$ cat src/rtl/shift_register_taps_pkg.sv
// Shared definitions for the tapped shift register.
//  - sr_state_e : 2-bit FSM state encoding (IDLE / FILL / FULL / DRAIN)
//  - tap_lsb()  : bit offset of tap k inside the flattened tap vector
// Optional feature macro: SR_TAPS_TRAIL_PAD_EN (enables the zero-pad DRAIN state).
package shift_register_taps_pkg;

  typedef enum logic [1:0] {
    ST_IDLE  = 2'd0,
    ST_FILL  = 2'd1,
    ST_FULL  = 2'd2,
    ST_DRAIN = 2'd3
  } sr_state_e;

  // Tap k occupies taps[tap_lsb(k, WIDTH) +: WIDTH]; tap0 is the newest sample.
  function automatic int tap_lsb(input int k, input int width);
    return k * width;
  endfunction

endpackage

$ cat src/rtl/shift_register_taps_if.sv
// Bus interface of the tapped shift register.
//  master : producer side (drives clear, shift_in, inp_sr, drain; observes the rest)
//  slave  : the shift register itself
// Signals:
//  clear         sync clear request
//  shift_in      input valid, accepted when shift_in && in_ready
//  inp_sr        input sample (WIDTH bits)
//  drain         single-cycle zero-pad drain request
//  in_ready      low while draining
//  taps          DEPTH*WIDTH flattened taps, tap0 at the LSBs
//  fill_cnt      number of real samples held
//  window_valid  one-cycle pulse: taps hold a window
//  drain_done    one-cycle pulse: drain finished
interface shift_register_taps_if #(
  parameter int WIDTH = 16,
  parameter int DEPTH = 3
);
  localparam int CNT_W = $clog2(DEPTH + 1);

  logic                   clear;
  logic                   shift_in;
  logic [WIDTH-1:0]       inp_sr;
  logic                   drain;
  logic                   in_ready;
  logic [DEPTH*WIDTH-1:0] taps;
  logic [CNT_W-1:0]       fill_cnt;
  logic                   window_valid;
  logic                   drain_done;

  modport master (
    output clear, shift_in, inp_sr, drain,
    input  in_ready, taps, fill_cnt, window_valid, drain_done
  );

  modport slave (
    input  clear, shift_in, inp_sr, drain,
    output in_ready, taps, fill_cnt, window_valid, drain_done
  );

endinterface

$ cat src/rtl/shift_register_taps_sr_tap_stage.sv
// One WIDTH-bit tap register with enable and load value.
// Ports:
//  clk       clock (rising edge)
//  rst       asynchronous active-high reset, clears the tap to 0
//  en        load enable
//  load_val  value captured when en is high
//  q         registered tap value
module sr_tap_stage #(
  parameter int WIDTH = 16
) (
  input  logic             clk,
  input  logic             rst,
  input  logic             en,
  input  logic [WIDTH-1:0] load_val,
  output logic [WIDTH-1:0] q
);

  logic [WIDTH-1:0] tap_d;
  logic [WIDTH-1:0] tap_q;

  // Next tap value: load when enabled, otherwise hold.
  always_comb begin
    tap_d = tap_q;
    if (en) begin
      tap_d = load_val;
    end else begin
      tap_d = tap_q;
    end
  end

  // Tap storage register.
  always_ff @(posedge clk or posedge rst) begin
    if (rst) begin
      tap_q <= {WIDTH{1'b0}};
    end else begin
      tap_q <= tap_d;
    end
  end

  assign q = tap_q;

endmodule

$ cat src/rtl/shift_register_taps.sv
// Parametrised tapped shift register feeding the convolver window datapath.
// Holds DEPTH taps (tap0 newest), tracks how many real samples are held,
// strobes window_valid whenever a full window is present after a shift,
// supports synchronous clear and input back-pressure.
// Optional macro SR_TAPS_TRAIL_PAD_EN: a drain request shifts zeros in at
// row end, emitting trailing padded windows, then pulses drain_done.
// Without the macro the DRAIN state is unreachable, drain is ignored,
// in_ready is constant 1 and drain_done stays 0.
// Ports:
//  clk   clock, all state on rising edge
//  rst   asynchronous active-high reset
//  bus   shift_register_taps_if.slave (clear, shift_in, inp_sr, drain,
//        in_ready, taps, fill_cnt, window_valid, drain_done)
module shift_register_taps
  import shift_register_taps_pkg::*;
#(
  parameter int WIDTH = 16,
  parameter int DEPTH = 3
) (
  input  logic                  clk,
  input  logic                  rst,
  shift_register_taps_if.slave  bus
);

  localparam int CNT_W = $clog2(DEPTH + 1);
  localparam logic [CNT_W-1:0] CNT_FULL = CNT_W'(DEPTH);
  localparam logic [CNT_W-1:0] CNT_ZERO = {CNT_W{1'b0}};
  localparam logic [CNT_W-1:0] CNT_ONE  = CNT_W'(1);

  sr_state_e        state_d, state_q;
  logic [CNT_W-1:0] fill_cnt_d, fill_cnt_q;
  logic             window_valid_d, window_valid_q;
  logic             drain_done_d, drain_done_q;

  logic             in_ready_s;
  logic             accept_s;
  logic             shift_s;     // move every tap one position toward the oldest end
  logic             pad_s;       // shift a zero into tap0 instead of inp_sr
  logic             tap_en_s;

  logic [WIDTH-1:0] tap_ld_s  [DEPTH];
  logic [WIDTH-1:0] tap_val_s [DEPTH];

`ifdef SR_TAPS_TRAIL_PAD_EN
  assign in_ready_s = (state_q != ST_DRAIN);
`else
  logic unused_drain;
  assign unused_drain = bus.drain;
  assign in_ready_s   = 1'b1;
`endif

  assign accept_s = bus.shift_in && in_ready_s;

  // Next-state, fill counter and pulse logic; priority clear > drain > shift.
  always_comb begin
    state_d        = state_q;
    fill_cnt_d     = fill_cnt_q;
    window_valid_d = 1'b0;
    drain_done_d   = 1'b0;
    shift_s        = 1'b0;
    pad_s          = 1'b0;
    if (bus.clear) begin
      fill_cnt_d = CNT_ZERO;
      state_d    = ST_IDLE;
    end
`ifdef SR_TAPS_TRAIL_PAD_EN
    else if (state_q == ST_DRAIN) begin
      // Drain is entered only from FILL/FULL, so fill_cnt_q is at least 1 here.
      shift_s    = 1'b1;
      pad_s      = 1'b1;
      fill_cnt_d = fill_cnt_q - CNT_ONE;
      if (fill_cnt_d == CNT_ZERO) begin
        drain_done_d = 1'b1;
        state_d      = ST_IDLE;
      end else begin
        window_valid_d = 1'b1;
      end
    end else if (bus.drain) begin
      // The cycle the request is sampled never shifts, even with shift_in high.
      if (state_q == ST_IDLE) begin
        drain_done_d = 1'b1;
      end else begin
        state_d = ST_DRAIN;
      end
    end
`endif
    else if (accept_s) begin
      shift_s = 1'b1;
      if (fill_cnt_q == CNT_FULL) begin
        fill_cnt_d = fill_cnt_q;
      end else begin
        fill_cnt_d = fill_cnt_q + CNT_ONE;
      end
      if (fill_cnt_d == CNT_FULL) begin
        window_valid_d = 1'b1;
        state_d        = ST_FULL;
      end else begin
        state_d = ST_FILL;
      end
    end else begin
      state_d    = state_q;
      fill_cnt_d = fill_cnt_q;
    end
  end

  assign tap_en_s = bus.clear | shift_s;

  // Load values for the tap chain: zeros on clear, otherwise the shifted neighbour.
  always_comb begin
    if (bus.clear) begin
      tap_ld_s[0] = {WIDTH{1'b0}};
    end else if (pad_s) begin
      tap_ld_s[0] = {WIDTH{1'b0}};
    end else begin
      tap_ld_s[0] = bus.inp_sr;
    end
    for (int k = 1; k < DEPTH; k++) begin
      if (bus.clear) begin
        tap_ld_s[k] = {WIDTH{1'b0}};
      end else begin
        tap_ld_s[k] = tap_val_s[k-1];
      end
    end
  end

  genvar g;
  generate
    for (g = 0; g < DEPTH; g++) begin : g_tap
      sr_tap_stage #(
        .WIDTH (WIDTH)
      ) u_tap (
        .clk      (clk),
        .rst      (rst),
        .en       (tap_en_s),
        .load_val (tap_ld_s[g]),
        .q        (tap_val_s[g])
      );
      assign bus.taps[tap_lsb(g, WIDTH) +: WIDTH] = tap_val_s[g];
    end
  endgenerate

  // FSM state, fill counter and registered strobes.
  always_ff @(posedge clk or posedge rst) begin
    if (rst) begin
      state_q        <= ST_IDLE;
      fill_cnt_q     <= CNT_ZERO;
      window_valid_q <= 1'b0;
      drain_done_q   <= 1'b0;
    end else begin
      state_q        <= state_d;
      fill_cnt_q     <= fill_cnt_d;
      window_valid_q <= window_valid_d;
      drain_done_q   <= drain_done_d;
    end
  end

  assign bus.in_ready     = in_ready_s;
  assign bus.fill_cnt     = fill_cnt_q;
  assign bus.window_valid = window_valid_q;
  assign bus.drain_done   = drain_done_q;

endmodule

$ cat src/flat_wrapper.sv
// flat-port wrapper written by rule: the top's interface ports become plain ports
module shift_register_taps_flat import shift_register_taps_pkg::*;
#(
  parameter int WIDTH = 16,
  parameter int DEPTH = 3
)
  (clk, rst, bus_clear, bus_shift_in, bus_inp_sr, bus_drain, bus_in_ready, bus_taps, bus_fill_cnt, bus_window_valid, bus_drain_done);
  shift_register_taps_if #(.WIDTH(WIDTH), .DEPTH(DEPTH)) bus_i ();
  input  logic clk;
  input  logic rst;
  input wire logic [$bits(bus_i.clear)-1:0] bus_clear;
  input wire logic [$bits(bus_i.shift_in)-1:0] bus_shift_in;
  input wire logic [$bits(bus_i.inp_sr)-1:0] bus_inp_sr;
  input wire logic [$bits(bus_i.drain)-1:0] bus_drain;
  output wire logic [$bits(bus_i.in_ready)-1:0] bus_in_ready;
  output wire logic [$bits(bus_i.taps)-1:0] bus_taps;
  output wire logic [$bits(bus_i.fill_cnt)-1:0] bus_fill_cnt;
  output wire logic [$bits(bus_i.window_valid)-1:0] bus_window_valid;
  output wire logic [$bits(bus_i.drain_done)-1:0] bus_drain_done;
  assign bus_i.clear = bus_clear;
  assign bus_i.shift_in = bus_shift_in;
  assign bus_i.inp_sr = bus_inp_sr;
  assign bus_i.drain = bus_drain;
  assign bus_in_ready = bus_i.in_ready;
  assign bus_taps = bus_i.taps;
  assign bus_fill_cnt = bus_i.fill_cnt;
  assign bus_window_valid = bus_i.window_valid;
  assign bus_drain_done = bus_i.drain_done;
  shift_register_taps #(.WIDTH(WIDTH), .DEPTH(DEPTH)) u_core (.clk(clk), .rst(rst), .bus(bus_i));
endmodule
$ cat config.mk
export PLATFORM = sky130hd
export DESIGN_NAME = shift_register_taps_flat
export DESIGN_NICKNAME = d
export VERILOG_FILES = /design/src/rtl/shift_register_taps_pkg.sv /design/src/rtl/shift_register_taps_if.sv /design/src/rtl/shift_register_taps_sr_tap_stage.sv /design/src/rtl/shift_register_taps.sv /design/src/flat_wrapper.sv
export SDC_FILE = /design/constraint.sdc
export NUM_CORES = 1
export LEC_CHECK = 0
export CORE_UTILIZATION = 45
export DETAILED_ROUTE_END_ITERATION = 8
export GPL_TIMING_DRIVEN = 0
export PLACE_DENSITY = 0.9
export SLEW_MARGIN = 20
export SYNTH_ARGS = -nofsm -noshare
export SYNTH_HDL_FRONTEND = slang
export SYNTH_SLANG_ARGS = --single-unit
$ cat constraint.sdc
create_clock -name clk -period 1.86 [get_ports clk]
set_input_delay 0.279 -clock clk [delete_from_list [all_inputs] [get_ports clk]]
set_output_delay 0.279 -clock clk [all_outputs]
set_load 0.005 [all_outputs]
==> metrics.cfg <==
[logic_synthesis]
synthMuxAreaShare = 0.2244
synth_top_area_frac = 0.5961
synth-seq-area-share = 0.5961
synth_area_leader_cell = dfrtp_1
synth-xor-area-share = 0
synth-compound-area-share = 0.002338
synth_cell_types = 14
ys_seq_elements = 51
yosys.area_share.simple = 0.1005
synth_top_family_by_area = multiplexers
synth_cells = 171
syn-cell-area_sq_um = 2141
synth_fa_ha_area_frac = 0
yosys-top-cells-area = dfrtp_1, mux2i_1, nor2_1, buf_12, buf_2
yosysWarningCount = 0
synth_fp_nets = 192
avgSynthCellArea_sq_um = 12.52

[cts]
htree_num_levels = 2
cts_tree = built
cts-root-buf = clkbuf_8
clkLatencyLatePin_ns = 0.29
postCtsHoldBufs = 0
cts_made_buffers = 5
cts_setup_buffers = 0
cts.sinks = 51
clkSlewWorstSetupHoldPaths_ns = 0.08
cts_resized = 0
clk_path_buf_depth = 2

[floorplan]
die_w_microns = 70.98
core_sq_um = 4474
ios = 74
start_util = 0.4785
die-area_sq_um = 5037
std_cell_rows = 24
die_h_microns = 70.98

[outcome]
status = finished with violations
violations = DRC

[placement]
portBuffers = 68
place_ws_ns = 0.6676
globalplace.congestion = 0.7329
hpwlAfterDp_microns = 3263

[critical_path]
cpLargestDelayFamily = buffers and inverters
cp.arrival_ns = 1.23
worst_setup_path_start_kind = flip-flop
slowest_stage = clkdlybuf4s50_1
cp_cell_sequence = clkdlybuf4s50_1
r2r_slack_ns = 1.04
worstReg2RegStart = u_core.bus.fill_cnt[1]
crit_type = reg2out
worstRegToRegCells = 2
endpoint_kind = output pin
cpPeakStageDelay_ns = 0.53
r2r-end = u_core.bus.fill_cnt[0]
path_max_fanout = 3
critical_path.n_buffers_inverters = 1
required_ns = 1.58

[detailed_routing]
vias_per_cell = 4.997
wl_per_cell_microns = 15.23
totalWireLength_microns = 4540
detailroute.via_count = 1489
dr.pass1.iters = 8
postRouteAntennaNets = 0
drtIter0Drc = 108
drc = 6

[sta]
rsz0062_at_grt = false
clock_skew_ns = 0.003740
hold_viol = 0
finalCritPeriodShare = 0.8130
setup_viol_count_final = 0
fin_crit_ns = 1.512
slew_headroom = 0.6327
max_freq_mhz = 661.3
maxSlewViolCount = 0
setup_ws_ns = 0.3478
tightest_slew_ns = 0.5510

[job]
max_cap_violations = 0

[pwr]
powerDensity_nw_per_um2 = 693.5
peakVddDrop_v = 0.0004695
p_leak_nw = 1.447
total_power_w = 0.002069

[cells_and_area]
seq_area_sq_um = 1276
nFillCells = 347
multiInputGateArea_sq_um = 708.2
antenna_cells = 0
drive_gt1_frac = 0.08537
nNetsFinal = 268
area_growth_syn_to_layout_pct = 39.33
fin_util = 0.6667

[global_routing]
grt.total_usage = 0.1976
grt_start_max_net_pins = 35
grt-ovfl-total = 0
antenna_found_initial = 0
grt_pass1_wl_microns = 7383
first_global_vias = 1435

[min_path]
worst_hold_path.endpoint = u_core.bus.fill_cnt[0]
hp-class = in2reg
min_path_cells = 2
min_from = bus_clear

-- worst max path at each step --
stage                          startpoint                          to  slack, ns  cells after the start
2_1_floorplan                         rst      u_core.bus.fill_cnt[0]       0.35                      1
3_3_place_gp                          rst  u_core.g_tap[2].u_tap.q[8]      -0.56                      2
3_5_place_dp       u_core.bus.fill_cnt[1]             bus_fill_cnt[1]       0.67                      1
4_1_cts            u_core.bus.fill_cnt[1]             bus_fill_cnt[1]       0.33                      1
5_1_grt            u_core.bus.fill_cnt[0]             bus_fill_cnt[0]       0.29                      1
6_report       u_core.g_tap[1].u_tap.q[0]                bus_taps[16]       0.35                      1
-- cell usage after synthesis (all sizes together) --
cell type  number
a21oi           1
and3b           1
buf            11
clkbuf          3
conb            2
dfrtp          51
inv             1
mux2i          48
nand2           1
nor2           51
nor3            1
-- stage by stage --
step	TNS (ns)	instance area, sq um	instances	hold slack [ns]
after floorplan	0	2141	171	0.4353
after global routing	0	2983	298	0.1844
after detailed placement	0	2907	292	0.5096
after CTS	0	2983	298	0.1849
after global placement	-28.71	2887	291	0.4974
final	0	2983	298	0.1945
-- kinds of logic (layout without fill, tap and decap cells) --
group	Yosys count	count (layout)
other	2	2
multiplexers	48	48
AND/OR/NAND/NOR	54	54
buffers and inverters	15	90
AO/OA/AOI/OAI	1	1
flip-flops	51	51
-- flip-flops by register name, indices dropped and copies added, names as in the netlist --
name	flops
u_core.g_tap.u_tap.q	48
u_core.bus.window_valid	1
u_core.bus.fill_cnt	2
-- routing by layer --
layer,wire (microns),share of wire,track usage,vias up
met1,2078,0.46,0.2649,726
met5,0,0,0,-
li1,-,-,-,706
met4,33,0.0073,0.05333,0
met2,2183,0.48,0.3152,53
met3,245,0.054,0.05983,4
-- cell usage in the layout (no fill, tap or decap), drive strengths merged --
cell type	synthesis	routed
a21oi	1	1
dfrtp	51	51
nor2	51	51
and3b	1	1
conb	2	2
buf	11	12
clkdlybuf4s50	0	68
clkbuf	3	8
nor3	1	1
nand2	1	1
inv	1	1
mux2i	48	48
clkinvlp	0	1
-- power breakdown --
group          internal, W  switching (W)  total (W)
clock             0.000250       0.000330   0.000580
sequential         0.00115      0.0000324    0.00118
combinational     0.000180       0.000129   0.000309
total              0.00158       0.000491    0.00207
-- layout make-up --
type | count | area share
clock buffers | 5 | 0.02307
multi-input cells | 105 | 0.2374
flip-flops and latches | 51 | 0.4279
clock inverters | 1 | 0.002517
inverters | 1 | 0.001258
repair buffers | 69 | 0.2349
plain buffers | 14 | 0.05117
well taps | 52 | 0.02181
No activity file was read; power rests on OpenSTA's default activity.
